--- src/rtl/uart_ctl_pkg.sv ---
// Shared types and constants for the UART control blocks.
package uart_ctl_pkg;

  localparam int unsigned UART_DATA_W = 8;

  typedef enum logic [2:0] {
    IDLE,
    LOAD,
    WAIT_START,
    WAIT_DONE,
    GAP
  } tx_sched_state_t;

  // Width of an index into n requesters; never narrower than one bit.
  function automatic int unsigned grant_idx_w(input int unsigned n);
    return (n > 2) ? $clog2(n) : 1;
  endfunction

endpackage

--- src/rtl/uart_tx_sched_if.sv ---
// Requester/UART-side signal bundle of the transmit scheduler.
interface uart_tx_sched_if
  import uart_ctl_pkg::*;
#(
  parameter int unsigned NUM_REQ = 4
) ();

  localparam int unsigned IDX_W = grant_idx_w(NUM_REQ);

  logic [NUM_REQ-1:0]             req;
  logic [UART_DATA_W*NUM_REQ-1:0] req_data;
  logic                           tx_pause;
  logic                           tx_empty;
  logic [NUM_REQ-1:0]             ack;
  logic [IDX_W-1:0]               grant_id;
  logic                           ld_tx_data;
  logic [UART_DATA_W-1:0]         tx_data;
  logic                           tx_enable;
  logic                           busy;

  modport master (
    input  req, req_data, tx_pause, tx_empty,
    output ack, grant_id, ld_tx_data, tx_data, tx_enable, busy
  );

  modport slave (
    output req, req_data, tx_pause, tx_empty,
    input  ack, grant_id, ld_tx_data, tx_data, tx_enable, busy
  );

endinterface

--- src/rtl/rr_arbiter.sv ---
// Combinational round-robin pick: first set request after ptr, wrapping.
module rr_arbiter
  import uart_ctl_pkg::*;
#(
  parameter  int unsigned NUM_REQ = 4,
  localparam int unsigned IDX_W   = grant_idx_w(NUM_REQ)
) (
  input  logic [NUM_REQ-1:0] req,
  input  logic [IDX_W-1:0]   ptr,
  output logic               gnt_valid,
  output logic [IDX_W-1:0]   gnt_idx
);

  always_comb begin
    int unsigned cand;
    cand      = 0;
    gnt_valid = 1'b0;
    gnt_idx   = '0;
    // Offsets 1..NUM_REQ so the previous winner is considered last.
    for (int unsigned k = 1; k <= NUM_REQ; k++) begin
      cand = (32'(ptr) + k) % NUM_REQ;
      if (!gnt_valid && req[cand]) begin
        gnt_valid = 1'b1;
        gnt_idx   = IDX_W'(cand);
      end
    end
  end

endmodule

--- src/rtl/uart_tx_sched.sv ---
// Round-robin scheduler sharing one UART transmitter among NUM_REQ byte producers.
module uart_tx_sched
  import uart_ctl_pkg::*;
#(
  parameter int unsigned NUM_REQ    = 4,
  parameter int unsigned GAP_CYCLES = 2
) (
  input  logic            txclk,
  input  logic            reset,
  uart_tx_sched_if.master bus
);

  localparam int unsigned IDX_W = grant_idx_w(NUM_REQ);
  localparam int unsigned GAP_W = 4;

  tx_sched_state_t        state_q, state_d;
  logic [IDX_W-1:0]       ptr_q;
  logic [IDX_W-1:0]       grant_id_q;
  logic [GAP_W-1:0]       gap_q, gap_d;
  logic [UART_DATA_W-1:0] tx_data_q;
  logic                   grant_en;
  logic                   gnt_valid;
  logic [IDX_W-1:0]       gnt_idx;

  rr_arbiter #(.NUM_REQ(NUM_REQ)) u_arb (
    .req       (bus.req),
    .ptr       (ptr_q),
    .gnt_valid (gnt_valid),
    .gnt_idx   (gnt_idx)
  );

  always_ff @(posedge txclk or posedge reset) begin
    if (reset) begin
      state_q    <= IDLE;
      gap_q      <= '0;
      ptr_q      <= IDX_W'(NUM_REQ - 1);
      grant_id_q <= '0;
      tx_data_q  <= '0;
    end else begin
      state_q <= state_d;
      gap_q   <= gap_d;
      if (grant_en) begin
        tx_data_q  <= bus.req_data[UART_DATA_W*gnt_idx +: UART_DATA_W];
        grant_id_q <= gnt_idx;
        ptr_q      <= gnt_idx;
      end
    end
  end

  always_comb begin
    state_d  = state_q;
    gap_d    = gap_q;
    grant_en = 1'b0;
    unique case (state_q)
      IDLE: begin
        if (gnt_valid && !bus.tx_pause && bus.tx_empty) begin
          grant_en = 1'b1;
          state_d  = LOAD;
        end
      end
      LOAD: state_d = WAIT_START;
      WAIT_START: begin
        if (!bus.tx_empty) state_d = WAIT_DONE;
      end
      WAIT_DONE: begin
        if (bus.tx_empty) begin
          if (GAP_CYCLES == 0) begin
            state_d = IDLE;
          end else begin
            gap_d   = GAP_W'(GAP_CYCLES - 1);
            state_d = GAP;
          end
        end
      end
      GAP: begin
        // Counter loaded with GAP_CYCLES-1, so GAP lasts exactly GAP_CYCLES cycles.
        if (gap_q == '0) state_d = IDLE;
        else             gap_d   = gap_q - 1'b1;
      end
      default: state_d = IDLE;
    endcase
  end

  always_comb begin
    for (int unsigned i = 0; i < NUM_REQ; i++) begin
      bus.ack[i] = (state_q == LOAD) && (grant_id_q == IDX_W'(i));
    end
  end

  assign bus.ld_tx_data = (state_q == LOAD);
  assign bus.tx_enable  = (state_q == LOAD) || (state_q == WAIT_START) || (state_q == WAIT_DONE);
  assign bus.busy       = (state_q != IDLE);
  assign bus.grant_id   = grant_id_q;
  assign bus.tx_data    = tx_data_q;

endmodule

--- src/flat_wrapper.sv ---
// flat-port wrapper written by rule: the top's interface ports become plain ports
module uart_tx_sched_flat import uart_ctl_pkg::*;
#(
  parameter int unsigned NUM_REQ    = 4,
  parameter int unsigned GAP_CYCLES = 2
)
  (txclk, reset, bus_req, bus_req_data, bus_tx_pause, bus_tx_empty, bus_ack, bus_grant_id, bus_ld_tx_data, bus_tx_data, bus_tx_enable, bus_busy);
  uart_tx_sched_if #(.NUM_REQ(NUM_REQ)) bus_i ();
  input  logic txclk;
  input  logic reset;
  input wire logic [$bits(bus_i.req)-1:0] bus_req;
  input wire logic [$bits(bus_i.req_data)-1:0] bus_req_data;
  input wire logic [$bits(bus_i.tx_pause)-1:0] bus_tx_pause;
  input wire logic [$bits(bus_i.tx_empty)-1:0] bus_tx_empty;
  output wire logic [$bits(bus_i.ack)-1:0] bus_ack;
  output wire logic [$bits(bus_i.grant_id)-1:0] bus_grant_id;
  output wire logic [$bits(bus_i.ld_tx_data)-1:0] bus_ld_tx_data;
  output wire logic [$bits(bus_i.tx_data)-1:0] bus_tx_data;
  output wire logic [$bits(bus_i.tx_enable)-1:0] bus_tx_enable;
  output wire logic [$bits(bus_i.busy)-1:0] bus_busy;
  assign bus_i.req = bus_req;
  assign bus_i.req_data = bus_req_data;
  assign bus_i.tx_pause = bus_tx_pause;
  assign bus_i.tx_empty = bus_tx_empty;
  assign bus_ack = bus_i.ack;
  assign bus_grant_id = bus_i.grant_id;
  assign bus_ld_tx_data = bus_i.ld_tx_data;
  assign bus_tx_data = bus_i.tx_data;
  assign bus_tx_enable = bus_i.tx_enable;
  assign bus_busy = bus_i.busy;
  uart_tx_sched #(.NUM_REQ(NUM_REQ), .GAP_CYCLES(GAP_CYCLES)) u_core (.txclk(txclk), .reset(reset), .bus(bus_i));
endmodule
--- config.mk ---
export PLATFORM = sky130hd
export DESIGN_NAME = uart_tx_sched_flat
export DESIGN_NICKNAME = d
export VERILOG_FILES = /design/src/rtl/uart_ctl_pkg.sv /design/src/rtl/uart_tx_sched_if.sv /design/src/rtl/rr_arbiter.sv /design/src/rtl/uart_tx_sched.sv /design/src/flat_wrapper.sv
export SDC_FILE = /design/constraint.sdc
export NUM_CORES = 1
export LEC_CHECK = 0
export BUFFER_PORTS_ARGS = -buffer_cell sky130_fd_sc_hd__buf_2
export CAP_MARGIN = 20
export CORE_ASPECT_RATIO = 1.25
export CORE_MARGIN = 2
export CORE_UTILIZATION = 30
export CTS_BUF_LIST = sky130_fd_sc_hd__clkbuf_4 sky130_fd_sc_hd__clkbuf_8
export DETAILED_ROUTE_END_ITERATION = 10
export SLEW_MARGIN = 20
export SYNTH_ARGS = -nofsm -noshare
export SYNTH_HDL_FRONTEND = slang
export SYNTH_SLANG_ARGS = --single-unit
--- constraint.sdc ---
create_clock -name txclk -period 1.8 [get_ports txclk]
set_input_delay 0.36 -clock txclk [delete_from_list [all_inputs] [get_ports txclk]]
set_output_delay 0.36 -clock txclk [all_outputs]
set_load 0.05 [all_outputs]
==> flow_metrics.env <==
export IMPL_slew_violations=0
export IMPL_clk_pin_slew_ns=0.08
export IMPL_antenna_found_initial=0
export IMPL_synthTopCellsByCount="nor2_1 (22), dfrtp_1 (17), a211oi_1 (14)"
export IMPL_dp_hpwl_um=2830
export IMPL_setup_viol=2
export IMPL_worstSetupStartpoint="u_core.state_q[1]"
export IMPL_maxSlewHeadroom_pct=71.7
export IMPL_rrSetupSlack_ns=-0.01
export IMPL_crit_type="reg2reg"
export IMPL_drc=0
export IMPL_powerDensity_nw_per_um2=1520
export IMPL_clock_path_buffers=2
export IMPL_num_rows=25
export IMPL_leakage_nw=0.871
export IMPL_ys_warn_count=0
export IMPL_first_pass_iters=4
export IMPL_ios=57
export IMPL_r2r_start="u_core.state_q[1]"
export IMPL_worstRegToRegCells=4
export IMPL_grt_pass1_vias=1337
export IMPL_finalCritPeriodShare_pct=101
export IMPL_detail_route_vias_per_cell=5.09
export IMPL_placed_area_um2=1770
export IMPL_synth_area_um2=1200
export IMPL_syn_nets=179
export IMPL_syn_to_final_growth_pct=58.8
export IMPL_max_cap_violations=0
export IMPL_hold_buffers=0
export IMPL_synthCells=138
export IMPL_diodes=0
export IMPL_synth_ff_type="dfrtp_1"
export IMPL_synth_top_area_cell="dfrtp_1"
export IMPL_final_area_um2=1910
export IMPL_tightestPinTransition_ns=0.422
export IMPL_die_h_um=74.8
export IMPL_required_ns=1.94
export IMPL_hold_violations=0
export IMPL_wl_um=3540
export IMPL_peakVddDrop_mv=0.603
export IMPL_drive_above_1_share_pct=50.5
export IMPL_synth_edff_count=0
export IMPL_final_setup_worst_slack_ns=-0.00954
export IMPL_path_buf_inv=1
export IMPL_overflow=0
export IMPL_die_w_um=60.7
export IMPL_startpoint_type="register"
export IMPL_synth_area_leaders="dfrtp_1 (35%), a211oi_1 (8.7%), nor2_1 (6.9%), dfstp_2 (4.4%), nor4_1 (3.6%)"
export IMPL_portBuffers=56
export IMPL_violations="setup timing"
export IMPL_yosysUniqueCellTypes=37
export IMPL_synthArstFlopShare_pct=100
export IMPL_finalSetupTns_ns=-0.0139
export IMPL_root_buffer="clkbuf_8"
export IMPL_clkSinkCount=19
export IMPL_cp_top_family="simple AND/OR/NAND/NOR gates"
export IMPL_core_um2=3820
export IMPL_rsz0062_at_grt="yes"
export IMPL_fin_crit_ns=1.81
export IMPL_grt_max_degree=20
export IMPL_finalWeightedCongestion=0.778
export IMPL_htreeDepth=1
export IMPL_grt_usage_pct=16.3
export IMPL_start_util_pct=31.5
export IMPL_regToRegEndpoint="u_core.bus.tx_data[5]"
export IMPL_cp_slowest_cell="or3_4"
export IMPL_clkLatencyLatePin_ns=0.26
export IMPL_drt_iter0_drc=66
export IMPL_critPathMaxFanout=4
export IMPL_final_net_count=262
export IMPL_synth_seq_cells=19
export IMPL_syn_area_per_cell_um2=8.72
export IMPL_synth_top_area_share_pct=35.3
export IMPL_numCtsBuffers=3
export IMPL_crit_chain="or3_4 > or3_4 > buf_6 > a221o_1"
export IMPL_wire_per_inst_um=12.9
export IMPL_critPathMaxStageDelay_ns=0.41
export IMPL_max_freq_mhz=553
export IMPL_min_path_type="in2async"
export IMPL_path_common_cell="or3_4"
export IMPL_status="complete, but fails checks"
export IMPL_antenna_left=0
export IMPL_ys_seq_area_share_pct=39.7
export IMPL_critPathArrivalTime_ns=1.95
export IMPL_yosysMostFrequentCell="nor2_1"
export IMPL_cts_tree="yes"
export IMPL_die_area_um2=4540
export IMPL_endpoint_kind="register"
export IMPL_fin_skew_ns=0.00578
export IMPL_routed_via_count=1395
export IMPL_grt_pass1_wl_um=5610
## where the power goes
group	internal, W	leakage, nW	switching (W)
Clock	0.000154	0.0255	0.000146
Combinational	0.000674	0.617	0.00115
Sequential	0.000630	0.229	0.000159
## registers in the layout, summed over array words and instances (netlist names)
register             count
u_core.bus.grant_id      2
u_core.bus.tx_data       8
u_core.gap_q             4
u_core.ptr_q             2
u_core.state_q           3
## worst max-delay path by stage
stage                            endpoint  slack (ns)  cells after the start
detailed placement  u_core.bus.tx_data[1]       -0.05                      4
global route                   bus_ack[1]       -0.09                      5
finish              u_core.bus.tx_data[5]       -0.01                      4
CTS                            bus_ack[0]       -0.02                      4
global placement    u_core.bus.tx_data[5]       -0.05                      4
floorplan           u_core.bus.tx_data[0]       -0.18                      6
## placed cells by master, fill, tap and decap left out, types with 4 or more instances in the layout
| master | synthesis | final |
|---|---|---|
| inv_1 | 5 | 5 |
| nor4_1 | 7 | 7 |
| buf_2 | 0 | 52 |
| nand2b_1 | 4 | 4 |
| nand2_1 | 9 | 9 |
| buf_4 | 0 | 22 |
| a211oi_1 | 14 | 9 |
| dfrtp_1 | 17 | 17 |
| and3_1 | 6 | 5 |
| a211oi_2 | 0 | 5 |
| buf_6 | 1 | 6 |
| nor2_1 | 22 | 19 |
| o31ai_1 | 4 | 4 |
## through the flow
step                      total power [W]  std cells  hold WS [ns]  setup slack [ns]  util (%)
after floorplan                   0.00199        138         0.310            -0.182         -
after global placement            0.00252        268         0.394           -0.0454      46.5
after detailed placement          0.00252        268         0.398           -0.0544      46.5
after CTS                         0.00291        274         0.114           -0.0211      49.5
after global routing              0.00311        274         0.142           -0.0891      50.1
final                             0.00291        274         0.109          -0.00954      50.1
## metal layers
| layer | GRT usage [%] | part of all wire (%) | up-vias |
|---|---|---|---|
| li1 | - | - | 688 |
| met1 | 20.1 | 43 | 657 |
| met2 | 29.4 | 51 | 46 |
| met3 | 2.23 | 5.0 | 4 |
| met4 | 4.35 | 0.79 | 0 |
| met5 | 0 | 0 | - |
## worst reg2reg max path: stages (launching register included)
cell and delay [ns]:
dfrtp_1 0.40, or3_4 0.40, or3_4 0.41, buf_6 0.14
a221o_1 0.34
## final cells by class
cell class / instances / area [um^2]
clock buffers: 3 / 41.3
well taps: 54 / 67.6
clock inverters: 1 / 5.00
fillers: 390 / 1900
flip-flops and latches: 19 / 478
repair buffers: 81 / 508
multi-input cells: 111 / 793
inverters: 5 / 18.8
## what timing repair did
action,4_1_cts,5_1_grt
buffers inserted,2,0
resized for setup,15,6
endpoints found under the setup margin,12,13
pin swaps,2,2
## cell families (layout without fill, tap and decap cells)
group / count (synthesis) / count (layout) / synth area share, %
compound gates: 42 / 42 / 25.4
fa+ha+maj: 1 / 1 / 1.04
buf+inv: 8 / 90 / 3.12
flops: 19 / 19 / 39.7
mux: 3 / 3 / 2.81
simple gates: 65 / 65 / 28.0
No activity file was read; power rests on OpenSTA's default activity.
